===== src/rtl/ps2_pkg.sv =====
// Shared PS/2 definitions: prefix codes, key-event layout and frame FSM encoding.
package ps2_pkg;

  localparam logic [7:0]  PS2_EXT = 8'hE0;
  localparam logic [7:0]  PS2_BRK = 8'hF0;

  localparam int unsigned EVT_W        = 10;
  localparam int unsigned EVT_CODE_LSB = 0;
  localparam int unsigned EVT_BRK_BIT  = 8;
  localparam int unsigned EVT_EXT_BIT  = 9;

  typedef enum logic [1:0] {
    StIdle,
    StData,
    StPar,
    StStop
  } ps2_state_e;

  typedef struct packed {
    logic       ext;
    logic       brk;
    logic [7:0] code;
  } ps2_evt_t;

  // Odd parity over data+parity and a high stop bit.
  function automatic logic frame_ok(logic [7:0] data, logic par, logic stop);
    return (^{data, par}) & stop;
  endfunction

endpackage


===== src/rtl/ps2_evt_fifo.sv =====
// Synchronous first-word-fall-through FIFO with wrap-bit pointers and a drop strobe.
module ps2_evt_fifo #(
  parameter int unsigned WIDTH = 10,
  parameter int unsigned DEPTH = 8
) (
  input  logic             clk_i,
  input  logic             rst_ni,
  input  logic             wr_en_i,
  input  logic [WIDTH-1:0] wr_data_i,
  input  logic             rd_en_i,
  output logic [WIDTH-1:0] rd_data_o,
  output logic             vacio_o,
  output logic             lleno_o,
  output logic             drop_o
);

  localparam int unsigned AW = $clog2(DEPTH);
  localparam int unsigned PW = AW + 1;

  logic [WIDTH-1:0] mem_q [DEPTH];
  logic [PW-1:0]    wr_ptr_q, wr_ptr_d;
  logic [PW-1:0]    rd_ptr_q, rd_ptr_d;
  logic [PW-1:0]    count;
  logic             do_push, do_pop;

  always_comb begin
    count     = wr_ptr_q - rd_ptr_q;
    vacio_o   = (count == '0);
    lleno_o   = (count == PW'(DEPTH));
    do_pop    = rd_en_i & ~vacio_o;
    // A pop in the same cycle frees the slot the push lands in.
    do_push   = wr_en_i & (~lleno_o | do_pop);
    drop_o    = wr_en_i & lleno_o & ~do_pop;
    wr_ptr_d  = wr_ptr_q + PW'(do_push);
    rd_ptr_d  = rd_ptr_q + PW'(do_pop);
    rd_data_o = vacio_o ? '0 : mem_q[rd_ptr_q[AW-1:0]];
  end

  always_ff @(posedge clk_i) begin
    if (!rst_ni) begin
      wr_ptr_q <= '0;
      rd_ptr_q <= '0;
    end else begin
      wr_ptr_q <= wr_ptr_d;
      rd_ptr_q <= rd_ptr_d;
    end
  end

  always_ff @(posedge clk_i) begin
    if (do_push) begin
      mem_q[wr_ptr_q[AW-1:0]] <= wr_data_i;
    end
  end

endmodule


===== src/rtl/ps2_teclado_fifo.sv =====
// PS/2 keyboard front-end: filtered clock, frame FSM with watchdog, E0/F0 prefix decoder
// and a buffered event queue for the consumer.
module ps2_teclado_fifo import ps2_pkg::*; #(
  parameter int unsigned FILTRO_BITS  = 8,
  parameter int unsigned DEPTH        = 8,
  parameter int unsigned TIMEOUT_CYC  = 200000,
  parameter bit          REPORT_BREAK = 1'b1
) (
  input  logic       reloj,
  input  logic       reset,
  input  logic       ps2c,
  input  logic       ps2d,
  input  logic       rd_en,
  input  logic       clr_err,
  output logic [7:0] dato,
  output logic       extendido,
  output logic       liberado,
  output logic       vacio,
  output logic       lleno,
  output logic       desborde,
  output logic       error_paridad,
  output logic       err_trama
);

  localparam int unsigned TW = (TIMEOUT_CYC > 2) ? $clog2(TIMEOUT_CYC) : 1;
  localparam logic [TW-1:0] TO_MAX = TW'(TIMEOUT_CYC - 1);

  // Synchronisers and glitch filter
  logic [1:0]             c_sync_q, d_sync_q;
  logic                   ps2c_s, ps2d_s;
  logic [FILTRO_BITS-1:0] filt_sh_q;
  logic                   filt_q, filt_d;
  logic                   fall;

  assign ps2c_s = c_sync_q[1];
  assign ps2d_s = d_sync_q[1];

  always_comb begin
    filt_d = filt_q;
    if (&filt_sh_q) begin
      filt_d = 1'b1;
    end else if (~|filt_sh_q) begin
      filt_d = 1'b0;
    end
  end

  assign fall = filt_q & ~filt_d;

  always_ff @(posedge reloj) begin
    if (!reset) begin
      c_sync_q  <= 2'b11;
      d_sync_q  <= 2'b11;
      filt_sh_q <= '1;
      filt_q    <= 1'b1;
    end else begin
      c_sync_q  <= {c_sync_q[0], ps2c};
      d_sync_q  <= {d_sync_q[0], ps2d};
      filt_sh_q <= {filt_sh_q[FILTRO_BITS-2:0], ps2c_s};
      filt_q    <= filt_d;
    end
  end

  // Frame FSM and watchdog
  ps2_state_e    state_q, state_d;
  logic [2:0]    bit_cnt_q, bit_cnt_d;
  logic [7:0]    data_q, data_d;
  logic          par_q, par_d;
  logic [TW-1:0] to_q, to_d;
  logic          frame_vld_q, frame_vld_d;
  logic          frame_ok_q, frame_ok_d;
  logic          timeout;
  logic          err_trama_q;

  always_comb begin
    state_d     = state_q;
    bit_cnt_d   = bit_cnt_q;
    data_d      = data_q;
    par_d       = par_q;
    frame_vld_d = 1'b0;
    frame_ok_d  = 1'b0;
    timeout     = 1'b0;
    to_d        = (state_q == StIdle || fall) ? '0 : to_q + TW'(1);
    if (state_q != StIdle && !fall && to_q == TO_MAX) begin
      timeout = 1'b1;
      state_d = StIdle;
      to_d    = '0;
    end else if (fall) begin
      unique case (state_q)
        StIdle: begin
          if (!ps2d_s) begin
            state_d   = StData;
            bit_cnt_d = 3'd0;
          end
        end
        StData: begin
          data_d    = {ps2d_s, data_q[7:1]};
          bit_cnt_d = bit_cnt_q + 3'd1;
          if (bit_cnt_q == 3'd7) begin
            state_d = StPar;
          end
        end
        StPar: begin
          par_d   = ps2d_s;
          state_d = StStop;
        end
        StStop: begin
          frame_vld_d = 1'b1;
          frame_ok_d  = frame_ok(data_q, par_q, ps2d_s);
          state_d     = StIdle;
        end
        default: state_d = StIdle;
      endcase
    end
  end

  always_ff @(posedge reloj) begin
    if (!reset) begin
      state_q     <= StIdle;
      bit_cnt_q   <= '0;
      data_q      <= '0;
      par_q       <= 1'b0;
      to_q        <= '0;
      frame_vld_q <= 1'b0;
      frame_ok_q  <= 1'b0;
      err_trama_q <= 1'b0;
    end else begin
      state_q     <= state_d;
      bit_cnt_q   <= bit_cnt_d;
      data_q      <= data_d;
      par_q       <= par_d;
      to_q        <= to_d;
      frame_vld_q <= frame_vld_d;
      frame_ok_q  <= frame_ok_d;
      err_trama_q <= timeout;
    end
  end

  // Prefix decoder
  logic     ext_q, ext_d;
  logic     brk_q, brk_d;
  logic     push_q, push_d;
  ps2_evt_t evt_q, evt_d;
  logic     par_err_set;

  always_comb begin
    ext_d       = ext_q;
    brk_d       = brk_q;
    push_d      = 1'b0;
    evt_d       = evt_q;
    par_err_set = 1'b0;
    if (err_trama_q) begin
      ext_d = 1'b0;
      brk_d = 1'b0;
    end else if (frame_vld_q) begin
      if (!frame_ok_q) begin
        par_err_set = 1'b1;
        ext_d       = 1'b0;
        brk_d       = 1'b0;
      end else if (data_q == PS2_EXT) begin
        ext_d = 1'b1;
      end else if (data_q == PS2_BRK) begin
        brk_d = 1'b1;
      end else begin
        evt_d.ext  = ext_q;
        evt_d.brk  = brk_q;
        evt_d.code = data_q;
        push_d     = !(brk_q && (REPORT_BREAK == 1'b0));
        ext_d      = 1'b0;
        brk_d      = 1'b0;
      end
    end
  end

  always_ff @(posedge reloj) begin
    if (!reset) begin
      ext_q  <= 1'b0;
      brk_q  <= 1'b0;
      push_q <= 1'b0;
      evt_q  <= '0;
    end else begin
      ext_q  <= ext_d;
      brk_q  <= brk_d;
      push_q <= push_d;
      evt_q  <= evt_d;
    end
  end

  // Event queue and sticky flags
  logic [EVT_W-1:0] head;
  logic             drop;
  logic             err_par_q, desborde_q;

  ps2_evt_fifo #(
    .WIDTH (EVT_W),
    .DEPTH (DEPTH)
  ) u_fifo (
    .clk_i     (reloj),
    .rst_ni    (reset),
    .wr_en_i   (push_q),
    .wr_data_i (evt_q),
    .rd_en_i   (rd_en),
    .rd_data_o (head),
    .vacio_o   (vacio),
    .lleno_o   (lleno),
    .drop_o    (drop)
  );

  // A set in the same cycle as clr_err wins.
  always_ff @(posedge reloj) begin
    if (!reset) begin
      err_par_q  <= 1'b0;
      desborde_q <= 1'b0;
    end else begin
      if (par_err_set) begin
        err_par_q <= 1'b1;
      end else if (clr_err) begin
        err_par_q <= 1'b0;
      end
      if (drop) begin
        desborde_q <= 1'b1;
      end else if (clr_err) begin
        desborde_q <= 1'b0;
      end
    end
  end

  assign dato          = head[EVT_CODE_LSB +: 8];
  assign extendido     = head[EVT_EXT_BIT];
  assign liberado      = head[EVT_BRK_BIT];
  assign desborde      = desborde_q;
  assign error_paridad = err_par_q;
  assign err_trama     = err_trama_q;

endmodule


===== config.mk =====
export PLATFORM = sky130hd
export DESIGN_NAME = ps2_teclado_fifo
export DESIGN_NICKNAME = d
export VERILOG_FILES = /design/src/rtl/ps2_pkg.sv /design/src/rtl/ps2_evt_fifo.sv /design/src/rtl/ps2_teclado_fifo.sv
export SDC_FILE = /design/constraint.sdc
export NUM_CORES = 1
export LEC_CHECK = 0
export ABC_CLOCK_PERIOD_IN_PS = 10370
export CORE_ASPECT_RATIO = 1.4
export CORE_MARGIN = 4
export CORE_UTILIZATION = 58
export CTS_CLUSTER_SIZE = 30
export DETAILED_ROUTE_END_ITERATION = 16
export DONT_BUFFER_PORTS = 1
export HOLD_SLACK_MARGIN = 0.1
export PLACE_DENSITY = 0.7
export SETUP_SLACK_MARGIN = 0.3
export SYNTH_ARGS = -nofsm -noshare
export SYNTH_HDL_FRONTEND = slang
export SYNTH_SLANG_ARGS = --single-unit

===== constraint.sdc =====
create_clock -name reloj -period 10.37 [get_ports reloj]
set_clock_uncertainty 0.2 [all_clocks]
set_input_delay 2.074 -clock reloj [delete_from_list [all_inputs] [get_ports reloj]]
set_output_delay 2.074 -clock reloj [all_outputs]
set_load 0.03 [all_outputs]

==> flow_metrics.py, run 1 <==
metrics = {
    "floorplanning": {
        "coreArea_um2": 10350,
        "die_w_um": 94.66,
        "dieHeight_um": 129.3,
        "initial_core_util": 0.5892,
        "num_rows": 44,
        "dieArea_um2": 12240,
        "io_pins": 21,
    },
    "timing": {
        "worst-slew-pin-transition_ns": 1.072,
        "setup_viol": 0,
        "fin_hold_ws_ns": 0.2070,
        "post-route-period-util": 0.5843,
        "hold_viol": 0,
        "layout_min_cycle_time_ns": 6.059,
        "fmax_mhz": 165.0,
        "setup_tns_ns": 0,
        "setup_ws_ns": 4.311,
        "drv_slew": 0,
        "rsz0062_at_grt": "false",
        "max_slew_margin": 0.2837,
    },
    "detailed_routing": {
        "antenna_left": 0,
        "drtPass1Iterations": 5,
        "detail_route.wl_per_cell_um": 17.52,
        "vias": 3564,
        "first_iter_violations": 218,
        "vias_per_cell": 5.648,
        "drcViolationCount": 0,
        "wirelength_um": 11050,
    },
    "cts": {
        "numCtsBuffers": 17,
        "cts_tree": "done",
        "cts_max_level": 4,
        "clock_path_buffers": 2,
        "clk_pin_slew_ns": 0.06,
        "cts_sinks": 151,
        "cts_hold_buf": 0,
        "root_buffer": "clkbuf_16",
        "cts_setup_buffers": 0,
        "post_cts_resize_count": 0,
        "clock_latency_ns": 0.42,
    },
    "worst_setup_path": {
        "cpLargestDelayFamily": "compound AO/OA/AOI/OAI gates",
        "worstSetupPathType": "flip-flop to primary output",
        "start_kind": "flip-flop",
        "worstPathArrival_ns": 3.79,
        "worstPathBufferInverterCount": 1,
        "path_max_fanout": 23,
        "required_ns": 8.10,
        "endpoint_kind": "primary output",
        "slowest_delay_ns": 1.01,
        "critPathSlowestCell": "dfxtp_1",
        "cp_cell_sequence": "inv_1 > ha_1 > nor2b_1 > o21a_1 > or3_4 > a21oi_2 > a21oi_1",
    },
    "synth": {
        "synth-simple-area-share": 0.1490,
        "syn_area_per_cell_um2": 12.87,
        "synth_top_area_share": 0.3939,
        "syn_inst": 474,
        "synth_flop_cell": "edfxtp_1",
        "yosysUniqueCellTypes": 44,
        "synth_top_family_by_area": "simple AND/OR/NAND/NOR gates",
        "async_flop_share": 0,
        "synth_edf_count": 80,
        "syn_area_um2": 6098,
        "seq_area_frac_synth": 0.6270,
        "ys_seq_elements": 151,
        "yosys.area_share.xor_xnor": 0.04309,
        "synthMuxAreaShare": 0.09356,
        "synth_fp_nets": 494,
        "synth_compound_area_frac": 0.03570,
        "synth_area_leaders": "edfxtp_1 39%, dfxtp_1 23%, mux4_2 7.4%, nand2_1 3.1%, nor2_1 2.9%",
        "ys_warn_count": 0,
        "synth_top_area_cell": "edfxtp_1",
        "synth_fa_ha_area_frac": 0.02872,
    },
    "cells_and_area": {
        "final_util": 0.6568,
        "finalNetCount": 500,
        "final_cells": 631,
        "drive_gt1_frac": 0.1379,
        "n_fill_cell": 802,
        "diodes": 0,
        "design_area_um2": 6798,
        "syn_to_final_growth_pct": 11.47,
    },
    "global_routing": {
        "grt_pass1_wl_um": 18450,
        "overflow": 0,
        "track_usage": 0.2027,
        "grt_max_degree": 27,
        "antenna_found_initial": 0,
        "grt_pass1_vias": 3703,
    },
    "run_status": {
        "status": "completed",
    },
    "power_and_ir_drop": {
        "irDropWorstVdd_v": 0.0001302,
        "leakage_nw": 2.267,
        "power_mw": 1.452,
        "power_density_nw_per_um2": 213.6,
    },
    "placed_design": {
        "place.gp.congestion": 0.7802,
        "placed_cell_area_um2": 6245,
        "place.port_buffers": 0,
        "pre_cts_slack_ns": 4.773,
        "place_hpwl_um": 7342,
        "dpl.cell_count": 599,
    },
    "hold_path": {
        "min_path_type": "flip-flop to flip-flop",
    },
    "job": {
        "max_cap_violations": 0,
    },
}
-- metal layers --
layer / up-vias / wire, um / track usage
met5: - / 0 / 0
met4: 0 / 170 / 0.07477
met3: 15 / 450 / 0.05749
met2: 62 / 6106 / 0.3675
met1: 1769 / 4325 / 0.2234
li1: 1718 / - / -
-- area by class of cell --
type	instances	area (um^2)	area share
sequential	151	3824	0.5625
multi-input combinational	293	2162	0.3181
clock buffer	17	425.4	0.06258
tap	138	172.7	0.02540
clock inverter	15	127.6	0.01877
timing repair buffer	6	45.04	0.006626
inverter	11	41.29	0.006074
-- power by group --
group | switching, mW | leakage, nW | internal [mW]
clock network | 0.242 | 0.253 | 0.329
logic | 0.169 | 0.692 | 0.0789
registers | 0.00661 | 1.32 | 0.627
total | 0.418 | 2.27 | 1.03
-- cell families (layout without fill, tap and decap cells) --
| group | count (synthesis) | count (layout) |
|---|---|---|
| XOR/XNOR | 30 | 30 |
| AO/OA/AOI/OAI | 37 | 37 |
| flip-flops | 151 | 151 |
| adder cells (fa/ha/maj) | 14 | 14 |
| buffers and inverters | 30 | 49 |
| multiplexers | 32 | 32 |
| AND/OR/NAND/NOR | 180 | 180 |
-- cell usage in the layout, fill, tap and decap left out, drive strengths merged, types with 4 or more instances in the layout --
cell	Yosys	final
nand4	6	6
nand2b	13	13
or3	5	5
mux2i	12	12
nor2	48	48
ha	14	14
nand2	50	50
xnor2	20	20
clkinvlp	0	6
buf	10	6
clkinv	0	5
nand3	18	18
dfxtp	71	71
clkbuf	9	17
nor3	6	6
a21oi	27	27
nor4	6	6
inv	11	14
nor2b	4	4
edfxtp	80	80
mux4	20	20
xor2	10	10
and2	6	6
-- path summary, 6_finish.rpt --
path / startpoint / endpoint / slack [ns] / cells past startpoint
setup / recovery: u_fifo.rd_ptr_q[1]$_SDFF_PN0_ / dato[1] / 4.31 / 7
hold / removal: c_sync_q[1]$_SDFF_PN1_ / filt_sh_q[0]$_SDFF_PN1_ / 0.21 / 1
setup reg to reg: u_fifo.rd_ptr_q[1]$_SDFF_PN0_ / u_fifo.rd_ptr_q[1]$_SDFF_PN0_ / 6.30 / 10
hold reg to reg: c_sync_q[1]$_SDFF_PN1_ / filt_sh_q[0]$_SDFF_PN1_ / 0.21 / 1
-- flip-flops by register name, summed over array words and instances, names as in the netlist --
register and count:
par_q 1, c_sync_q 2, data_q 8, filt_q 1, evt_q 10, state_q 2, error_paridad 1, frame_vld_q 1
err_trama 1, frame_ok_q 1, filt_sh_q 8, bit_cnt_q 3, u_fifo.wr_ptr_q 4, ext_q 1, d_sync_q 2, brk_q 1
push_q 1, u_fifo.rd_ptr_q 4, to_q 18, desborde 1, u_fifo.mem_q 80
-- worst reg2reg max path, cell delays in order, from the launching register on --
cell and delay (ns):
dfxtp_1 1.01, inv_1 0.13, ha_1 0.35, nor2b_1 0.14, o21a_1 0.18, or3_4 0.39, a21oi_2 0.77, nor2b_1 0.11
ha_1 0.26, ha_1 0.27, and2_1 0.15
-- synthesized netlist by cell type (all sizes together), types with 6 or more instances --
master,n
inv,11
ha,14
nor3,6
buf,10
mux2i,12
nand4,6
and2,6
edfxtp,80
nor2,48
a21oi,27
xnor2,20
nand2b,13
nand2,50
nor4,6
clkbuf,9
nand3,18
xor2,10
mux4,20
dfxtp,71
Note: power is estimated with default switching activity, not from simulation.
==> run 2: changes to the inputs <==
--- a/config.mk
+++ b/config.mk
@@ -5,7 +5,7 @@
 export SDC_FILE = /design/constraint.sdc
 export NUM_CORES = 1
 export LEC_CHECK = 0
-export ABC_CLOCK_PERIOD_IN_PS = 10370
+export ABC_CLOCK_PERIOD_IN_PS = 5600
 export CORE_ASPECT_RATIO = 1.4
 export CORE_MARGIN = 4
 export CORE_UTILIZATION = 58
==> constraint.sdc (replaced) <==
create_clock -name reloj -period 5.6 [get_ports reloj]
set_clock_uncertainty 0.2 [all_clocks]
set_input_delay 1.12 -clock reloj [delete_from_list [all_inputs] [get_ports reloj]]
set_output_delay 1.12 -clock reloj [all_outputs]
set_load 0.03 [all_outputs]
==> flow_metrics.py, run 2 (synthesis results as in run 1) <==
metrics = {
    "run_status": {
        "status": "completed",
    },
    "cells_and_area": {
        "final_cells": 631,
        "diodes": 0,
        "final_util": 0.6647,
        "n_fill_cell": 794,
        "drive_gt1_frac": 0.1379,
        "design_area_um2": 6879,
        "syn_to_final_growth_pct": 12.80,
        "most-common-layout-cells": "80 x edfxtp_1, 71 x dfxtp_1, 50 x nand2_1",
        "layout_commonest_cell": "edfxtp_1",
        "finalNetCount": 501,
        "largest_reg_flops": 80,
    },
    "timing": {
        "setup_ws_ns": 1.168,
        "hold_viol": 0,
        "max_slew_margin": 0.2743,
        "setup_tns_ns": 0,
        "post-route-period-util": 0.7914,
        "fmax_mhz": 225.6,
        "rsz0062_at_grt": "false",
        "worst-slew-pin-transition_ns": 1.086,
        "fin_hold_ws_ns": 0.2060,
        "drv_slew": 0,
        "setup_viol": 0,
        "layout_min_cycle_time_ns": 4.432,
    },
    "cts": {
        "numCtsBuffers": 17,
        "cts_tree": "done",
        "clock_path_buffers": 2,
        "cts_max_level": 4,
        "cts_sinks": 151,
        "cts_hold_buf": 0,
        "clk_pin_slew_ns": 0.06,
        "post_cts_resize_count": 0,
        "root_buffer": "clkbuf_16",
        "clock_latency_ns": 0.41,
        "cts_setup_buffers": 0,
    },
    "worst_setup_path": {
        "rr_worst_depth": 6,
        "worstPathBufferInverterCount": 1,
        "cpLargestDelayFamily": "compound AO/OA/AOI/OAI gates",
        "start_kind": "flip-flop",
        "critPathSlowestCell": "dfxtp_1",
        "slowest_delay_ns": 0.55,
        "r2r_slack_ns": 2.18,
        "endpoint_kind": "primary output",
        "r2r-end": "u_fifo.mem_q[6][7]$_DFFE_PP_",
        "worstPathArrival_ns": 3.11,
        "worstSetupPathType": "flip-flop to primary output",
        "r2r-start": "u_fifo.wr_ptr_q[1]$_SDFF_PN0_",
        "required_ns": 4.28,
        "path_max_fanout": 10,
        "cp_cell_sequence": "ha_1 > nor2b_1 > o21a_1 > o21ai_0 > a21oi_2 > buf_4 > a21oi_1",
        "crit_cells": 7,
    },
    "placed_design": {
        "dpl.cell_count": 600,
        "pre_cts_slack_ns": 1.600,
        "place.gp.congestion": 0.7959,
        "placed_cell_area_um2": 6270,
        "place_hpwl_um": 7267,
        "place.port_buffers": 0,
    },
    "detailed_routing": {
        "first_iter_violations": 167,
        "vias_per_cell": 5.571,
        "wirelength_um": 10950,
        "drtPass1Iterations": 4,
        "vias": 3515,
        "detail_route.wl_per_cell_um": 17.35,
        "antenna_left": 0,
        "drcViolationCount": 0,
    },
    "floorplanning": {
        "die_w_um": 94.66,
        "dieHeight_um": 129.3,
        "dieArea_um2": 12240,
        "num_rows": 44,
        "coreArea_um2": 10350,
        "io_pins": 21,
        "initial_core_util": 0.5892,
    },
    "global_routing": {
        "antenna_found_initial": 0,
        "grt_use_met3": 0.03775,
        "groute.layer.met1.usage": 0.2184,
        "grt.met2_usage": 0.3567,
        "grt_pass1_vias": 3468,
        "busiest_layer": "met2",
        "track_usage": 0.1973,
        "grt_pass1_wl_um": 17690,
        "grt_max_degree": 23,
        "overflow": 0,
    },
    "power_and_ir_drop": {
        "leakage_nw": 2.304,
        "power_mw": 2.807,
        "power_density_nw_per_um2": 408.1,
        "irDropWorstVdd_v": 0.0002430,
    },
    "hold_path": {
        "hold_path_end": "filt_sh_q[0]$_SDFF_PN1_",
        "min_path_type": "flip-flop to flip-flop",
        "whs_path_depth": 1,
        "min-delay-start": "c_sync_q[1]$_SDFF_PN1_",
    },
    "job": {
        "max_cap_violations": 0,
    },
}
## run 2: cell count changes in the layout (fill, tap and decap cells not counted), moves of 2 or more
cell        before  now
clkinvlp_2       0    2
bufinv_16        1    4
clkinvlp_4       6    2
inv_6            3    1
## run 2: worst max-delay path by stage
stage	to	startpoint	slack, ns
2_1_floorplan	dato[0]	u_fifo.rd_ptr_q[1]$_SDFF_PN0_	1.72
3_3_place_gp	dato[1]	u_fifo.wr_ptr_q[1]$_SDFF_PN0_	1.71
3_5_place_dp	dato[2]	u_fifo.wr_ptr_q[1]$_SDFF_PN0_	1.60
4_1_cts	dato[2]	u_fifo.wr_ptr_q[1]$_SDFF_PN0_	1.14
5_1_grt	dato[2]	u_fifo.wr_ptr_q[1]$_SDFF_PN0_	1.01
6_report	dato[2]	u_fifo.wr_ptr_q[1]$_SDFF_PN0_	1.17
## run 2: metal layers
| metal | vias up | routed length, um |
|---|---|---|
| met1 | 1722 | 4217 |
| met2 | 54 | 6164 |
| li1 | 1720 | - |
| met5 | - | 0 |
| met4 | 0 | 227 |
| met3 | 19 | 342 |
## run 2: power breakdown
group          total, mW  leakage [nW]  internal, mW  switching [mW]
clock network       1.16         0.286         0.740           0.417
logic              0.486         0.697         0.158           0.327
registers           1.16          1.32          1.16         0.00362
## run 2: area by class of cell
class	instances	area [um^2]	area share
Clock buffer	18	429.2	0.06239
Clock inverter	13	180.2	0.02619
Inverter	11	41.29	0.006002
Multi-Input combinational cell	293	2180	0.3168
Sequential cell	151	3824	0.5558
Tap cell	138	172.7	0.02510
Timing Repair Buffer	7	52.55	0.007639
